## config.mk

```make
export PLATFORM = sky130hd
export DESIGN_NAME = clock_mode_ctrl
export DESIGN_NICKNAME = d
export VERILOG_FILES = /design/src/rtl/clock_mode_ctrl.sv
export SDC_FILE = /design/constraint.sdc
export NUM_CORES = 1
export LEC_CHECK = 0
export BUFFER_PORTS_ARGS = -buffer_cell sky130_fd_sc_hd__buf_2
export CAP_MARGIN = 20
export CELL_PAD_IN_SITES_DETAIL_PLACEMENT = 1
export CELL_PAD_IN_SITES_GLOBAL_PLACEMENT = 2
export CORE_MARGIN = 8
export CORE_UTILIZATION = 37
export DETAILED_ROUTE_END_ITERATION = 10
export PLACE_DENSITY = 0.89
export SLEW_MARGIN = 20
export SYNTH_ARGS = -nofsm -noshare
export SYNTH_HDL_FRONTEND = slang
export SYNTH_SLANG_ARGS = --single-unit
```

## constraint.sdc

```tcl
create_clock -name clk -period 2.2 [get_ports clk]
set_input_delay 0.33 -clock clk [delete_from_list [all_inputs] [get_ports clk]]
set_output_delay 0.33 -clock clk [all_outputs]
set_load 0.02 [all_outputs]
```

## src/rtl/clock_mode_ctrl.sv

```systemverilog
// Front-panel controller: debounces the four raw buttons, sequences the
// run/set mode FSM, gates edit pulses to the active setter and auto-aborts on inactivity.
module clock_mode_ctrl #(
  parameter int DEB_CYCLES = 16,
  parameter int TIMEOUT_S  = 30
) (
  input  logic       clk,
  input  logic       rst,
  input  logic       tick_1hz,
  input  logic       btn_mode,
  input  logic       btn_a,
  input  logic       btn_b,
  input  logic       btn_next,
  output logic [1:0] clk_mode,
  output logic       pulse_a,
  output logic       pulse_b,
  output logic       pulse_next,
  output logic [1:0] field_idx,
  output logic       blink,
  output logic       commit,
  output logic       abort
);

  typedef enum logic [1:0] {
    MODE_RUN       = 2'b00,
    MODE_SET_TIME  = 2'b01,
    MODE_SET_ALARM = 2'b10,
    MODE_SET_DATE  = 2'b11
  } mode_e;

  localparam int             CW         = $clog2(DEB_CYCLES);
  localparam logic [CW-1:0]  CNT_LAST   = CW'(DEB_CYCLES - 1);
  localparam logic [7:0]     INACT_LAST = 8'(TIMEOUT_S - 1);

  // Button vector order: [0] mode, [1] a, [2] b, [3] next
  logic [3:0]    raw_s;
  logic [3:0]    sync1_q, sync2_q;
  logic [3:0]    db_q, db_d, db_prev_q;
  logic [3:0]    rise_s;
  logic [CW-1:0] cnt_q [4];
  logic [CW-1:0] cnt_d [4];

  mode_e      mode_q, mode_d;
  logic [1:0] field_q, field_d;
  logic [7:0] inact_q, inact_d;
  logic       blink_q, blink_d;
  logic [2:0] pulse_q, pulse_d;
  logic       commit_pend_q, commit_pend_d, commit_q;
  logic       abort_pend_q, abort_pend_d, abort_q;
  logic       any_press_s, timeout_s;

  function automatic logic [1:0] field_last(input mode_e m);
    case (m)
      MODE_SET_TIME:  field_last = 2'd2;
      MODE_SET_ALARM: field_last = 2'd1;
      MODE_SET_DATE:  field_last = 2'd3;
      default:        field_last = 2'd0;
    endcase
  endfunction

  function automatic mode_e next_mode(input mode_e m);
    case (m)
      MODE_RUN:       next_mode = MODE_SET_TIME;
      MODE_SET_TIME:  next_mode = MODE_SET_ALARM;
      MODE_SET_ALARM: next_mode = MODE_SET_DATE;
      default:        next_mode = MODE_RUN;
    endcase
  endfunction

  assign raw_s       = {btn_next, btn_b, btn_a, btn_mode};
  assign rise_s      = db_q & ~db_prev_q;
  assign any_press_s = |rise_s;
  // A press in the same cycle keeps the editor alive, so it beats expiry
  assign timeout_s   = tick_1hz & ~any_press_s & (inact_q == INACT_LAST);

  always_comb begin
    for (int i = 0; i < 4; i++) begin
      db_d[i]  = db_q[i];
      cnt_d[i] = '0;
      if (sync2_q[i] == db_q[i]) begin
        cnt_d[i] = '0;
      end else if (cnt_q[i] == CNT_LAST) begin
        db_d[i]  = sync2_q[i];
        cnt_d[i] = '0;
      end else begin
        cnt_d[i] = cnt_q[i] + CW'(1);
      end
    end
  end

  always_ff @(posedge clk) begin
    if (rst) begin
      sync1_q   <= 4'b0000;
      sync2_q   <= 4'b0000;
      db_q      <= 4'b0000;
      db_prev_q <= 4'b0000;
      for (int i = 0; i < 4; i++) cnt_q[i] <= '0;
    end else begin
      sync1_q   <= raw_s;
      sync2_q   <= sync1_q;
      db_q      <= db_d;
      db_prev_q <= db_q;
      for (int i = 0; i < 4; i++) cnt_q[i] <= cnt_d[i];
    end
  end

  always_comb begin
    mode_d        = mode_q;
    field_d       = field_q;
    inact_d       = inact_q;
    blink_d       = blink_q;
    pulse_d       = 3'b000;
    commit_pend_d = 1'b0;
    abort_pend_d  = 1'b0;
    if (mode_q == MODE_RUN) begin
      field_d = 2'd0;
      inact_d = 8'd0;
      if (rise_s[0]) begin
        mode_d  = MODE_SET_TIME;
        blink_d = 1'b1;
      end else begin
        blink_d = 1'b0;
      end
    end else if (rise_s[0]) begin
      // Mode press wins over edit presses and over a coinciding expiry
      mode_d        = next_mode(mode_q);
      field_d       = 2'd0;
      inact_d       = 8'd0;
      blink_d       = (next_mode(mode_q) != MODE_RUN);
      commit_pend_d = 1'b1;
    end else if (timeout_s) begin
      mode_d       = MODE_RUN;
      field_d      = 2'd0;
      inact_d      = 8'd0;
      blink_d      = 1'b0;
      abort_pend_d = 1'b1;
    end else begin
      pulse_d = rise_s[3:1];
      if (any_press_s) begin
        inact_d = 8'd0;
      end else if (tick_1hz) begin
        inact_d = inact_q + 8'd1;
      end else begin
        inact_d = inact_q;
      end
      if (tick_1hz) begin
        blink_d = ~blink_q;
      end else begin
        blink_d = blink_q;
      end
      if (rise_s[3]) begin
        field_d = (field_q == field_last(mode_q)) ? 2'd0 : field_q + 2'd1;
      end else begin
        field_d = field_q;
      end
    end
  end

  always_ff @(posedge clk) begin
    if (rst) begin
      mode_q        <= MODE_RUN;
      field_q       <= 2'd0;
      inact_q       <= 8'd0;
      blink_q       <= 1'b0;
      pulse_q       <= 3'b000;
      commit_pend_q <= 1'b0;
      commit_q      <= 1'b0;
      abort_pend_q  <= 1'b0;
      abort_q       <= 1'b0;
    end else begin
      mode_q        <= mode_d;
      field_q       <= field_d;
      inact_q       <= inact_d;
      blink_q       <= blink_d;
      pulse_q       <= pulse_d;
      commit_pend_q <= commit_pend_d;
      commit_q      <= commit_pend_q;
      abort_pend_q  <= abort_pend_d;
      abort_q       <= abort_pend_q;
    end
  end

  assign clk_mode   = mode_q;
  assign field_idx  = field_q;
  assign blink      = blink_q;
  assign pulse_a    = pulse_q[0];
  assign pulse_b    = pulse_q[1];
  assign pulse_next = pulse_q[2];
  assign commit     = commit_q;
  assign abort      = abort_q;

endmodule

```

==> impl_metrics.json <==
{
  "fillers": 633,
  "hold_violations": 0,
  "post_cts_resized": 0,
  "port_buffers": 16,
  "cp_cell_sequence": "inv_1 > ha_1 > or3_1 > or3b_1 > a211oi_2",
  "setup_tns_ns": 0,
  "whs_ns": 0.236,
  "path_max_fanout": 8,
  "grt_pass1_vias": 1447,
  "setup_viol": 0,
  "status": "complete, no violations",
  "p_clk_frac": 0.355,
  "routed_wirelength_mm": 3.44,
  "top_usage_layer": "met2",
  "numCtsBuffers": 5,
  "grt_pass1_wl_mm": 6.12,
  "clk_pin_slew_ns": 0.09,
  "p_leak_nw": 0.864,
  "worst_setup_path_end_kind": "flop",
  "post-cts-setup-buffers": 0,
  "drt.antenna.violating_nets": 0,
  "start_util": 0.387,
  "rsz0062_at_grt": "no",
  "yosysUniqueCellTypes": 29,
  "wl_per_cell_um": 11.7,
  "drc": 0,
  "netlist_instances": 202,
  "grt-ovfl-total": 0,
  "syn_nets": 219,
  "place_congestion": 0.719,
  "coreArea_um2": 5140,
  "ys_warn_count": 0,
  "use_met2": 0.174,
  "synthesis.area_um2": 1990,
  "hold_buffers": 0,
  "drive_gt1_frac": 0.134,
  "pwr-share-seq": 0.625,
  "synth.avg_cell_area_um2": 9.84,
  "period_minus_slack_ns": 1.98,
  "use_met1": 0.105,
  "ys_seq_area_frac": 0.524,
  "die_h_um": 89.3,
  "cts_root_buf": "clkbuf_8",
  "p_sw_mw": 0.311,
  "crit_path_max_incr_delay_ns": 0.51,
  "final_common_cell": "dfxtp_1",
  "criticalPathCategory": "reg -> reg",
  "drt_iter0_markers": 26,
  "cts_num_sinks": 52,
  "ios": 17,
  "maxCapViolations": 0,
  "p_sw_frac": 0.204,
  "max_freq_mhz": 504,
  "synth-seq-cells": 52,
  "vias": 1384,
  "clk_latency_ns": 0.30,
  "antenna_found_initial": 0,
  "diodes": 0,
  "skew_ns": 0.00298,
  "viasPerCell": 4.71,
  "met3_usage": 0.0313,
  "slew_violations": 0,
  "synth_top_area_share": 0.524,
  "worstPathArrival_ns": 2.21,
  "dp_hpwl_mm": 2.60,
  "die_x_um": 89.3,
  "clk_path_buf_depth": 2,
  "final_nets": 240,
  "comb_power_share": 0.020,
  "row_count": 26,
  "peakVddDrop_v": 0.000297,
  "p_int_mw": 1.21,
  "powerDensity_nw_per_um2": 679,
  "crit_path_start_kind": "flop",
  "max_slew_margin": 0.747,
  "synthToLayoutAreaGrowth_pct": 13.1,
  "htreeDepth": 2,
  "post-route-period-util": 0.902,
  "cts_tree": "done",
  "layout_common_cells": "dfxtp_1, nor2_1, buf_2",
  "hold_class": "in -> reg",
  "yosys.area.top_type": "dfxtp_1",
  "synth_area_leaders": "dfxtp_1, nor2_1, ha_1",
  "worstMarginPinSlew_ns": 0.378,
  "slowest_stage": "or3b_1",
  "grt_max_degree": 27,
  "first_pass_iters": 3,
  "crit_required_ns": 2.42,
  "design.die.area_um2": 7980,
  "track_usage": 0.100
}
[metrics by stage]
step | power (mW) | instance area (um^2) | setup WS (ns) | cells | util
floorplan | 0.995 | 1990 | 0.0303 | 202 | -
global placement | 1.01 | 2160 | 0.259 | 286 | 0.419
detailed placement | 1.01 | 2160 | 0.230 | 286 | 0.419
CTS | 1.56 | 2250 | 0.206 | 294 | 0.437
global route | 1.59 | 2250 | 0.0982 | 294 | 0.437
finish | 1.53 | 2250 | 0.216 | 294 | 0.437
[cell type report]
class,instances,area (um^2),area share
multi-input cells,138,898,0.400
clock buffers,6,82.6,0.0367
well taps,70,87.6,0.0390
inverters,7,26.3,0.0117
clock inverters,2,10.0,0.00445
repair buffers,19,103,0.0456
flip-flops and latches,52,1040,0.463
[state kept, by name, indices dropped and copies added, names as in the netlist]
register,cells
abort,1
pulse_q,3
cnt_q,16
sync2_q,4
commit_pend_q,1
inact_q,8
clk_mode,2
db_q,4
commit,1
field_idx,2
sync1_q,4
db_prev_q,4
abort_pend_q,1
blink,1
[path summary, 6_finish.rpt]
path	startpoint	to	slack (ns)	cells past startpoint
worst max-delay path	clk_mode[0]$_SDFFE_PP0P_	inact_q[1]$_SDFFE_PP0P_	0.22	5
worst min-delay path	btn_a	sync1_q[1]$_SDFF_PP0_	0.24	2
worst max register to register	clk_mode[0]$_SDFFE_PP0P_	inact_q[1]$_SDFFE_PP0P_	0.22	5
worst min register to register	sync1_q[3]$_SDFF_PP0_	sync2_q[3]$_SDFF_PP0_	0.44	1
[worst max-delay path, delay by kind of cell, from the launching register on]
| family | cells | cell delay (ns) |
|---|---|---|
| adders and majority gates | 1 | 0.22 |
| DFF | 1 | 0.43 |
| AOI/OAI and AO/OA | 1 | 0.23 |
| and+or+nand+nor | 2 | 0.91 |
| buffers and inverters | 1 | 0.12 |
[logic make-up after synthesis]
family,synth area share
muxes,0.0201
AOI/OAI and AO/OA,0.0441
DFF,0.524
adders and majority gates,0.0629
buffers and inverters,0.0245
and+or+nand+nor,0.232
xor gates and xnor gates,0.0925
[power by group through the flow]
stage / Clock, mW / Sequential (mW) / Combinational (mW)
detailed placement: 0 / 0.976 / 0.0312
floorplan: 0 / 0.975 / 0.0203
finish: 0.542 / 0.953 / 0.0304
global placement: 0 / 0.976 / 0.0307
CTS: 0.576 / 0.954 / 0.0314
global route: 0.599 / 0.955 / 0.0356
[synthesized netlist by cell type, drive strengths merged]
library cell and n:
a211oi 4, a21oi 4, a2bb2oi 1, and3 4, buf 3, clkbuf 2, dfxtp 52, ha 10
inv 7, mux2i 4, nand2 7, nand2b 5, nand3 5, nand4 3, nor2 37, nor2b 16
nor3 6, nor4 1, o211a 1, o22ai 1, o31ai 1, or3 5, or3b 1, or4 1
xnor2 13, xor2 8
[routing by layer]
layer  part of all wire  routed length, um
met3              0.040                138
met5                  0                  0
met2               0.48               1640
met4              0.020                 67
met1               0.46               1590
No activity file was read; power rests on OpenSTA's default activity.
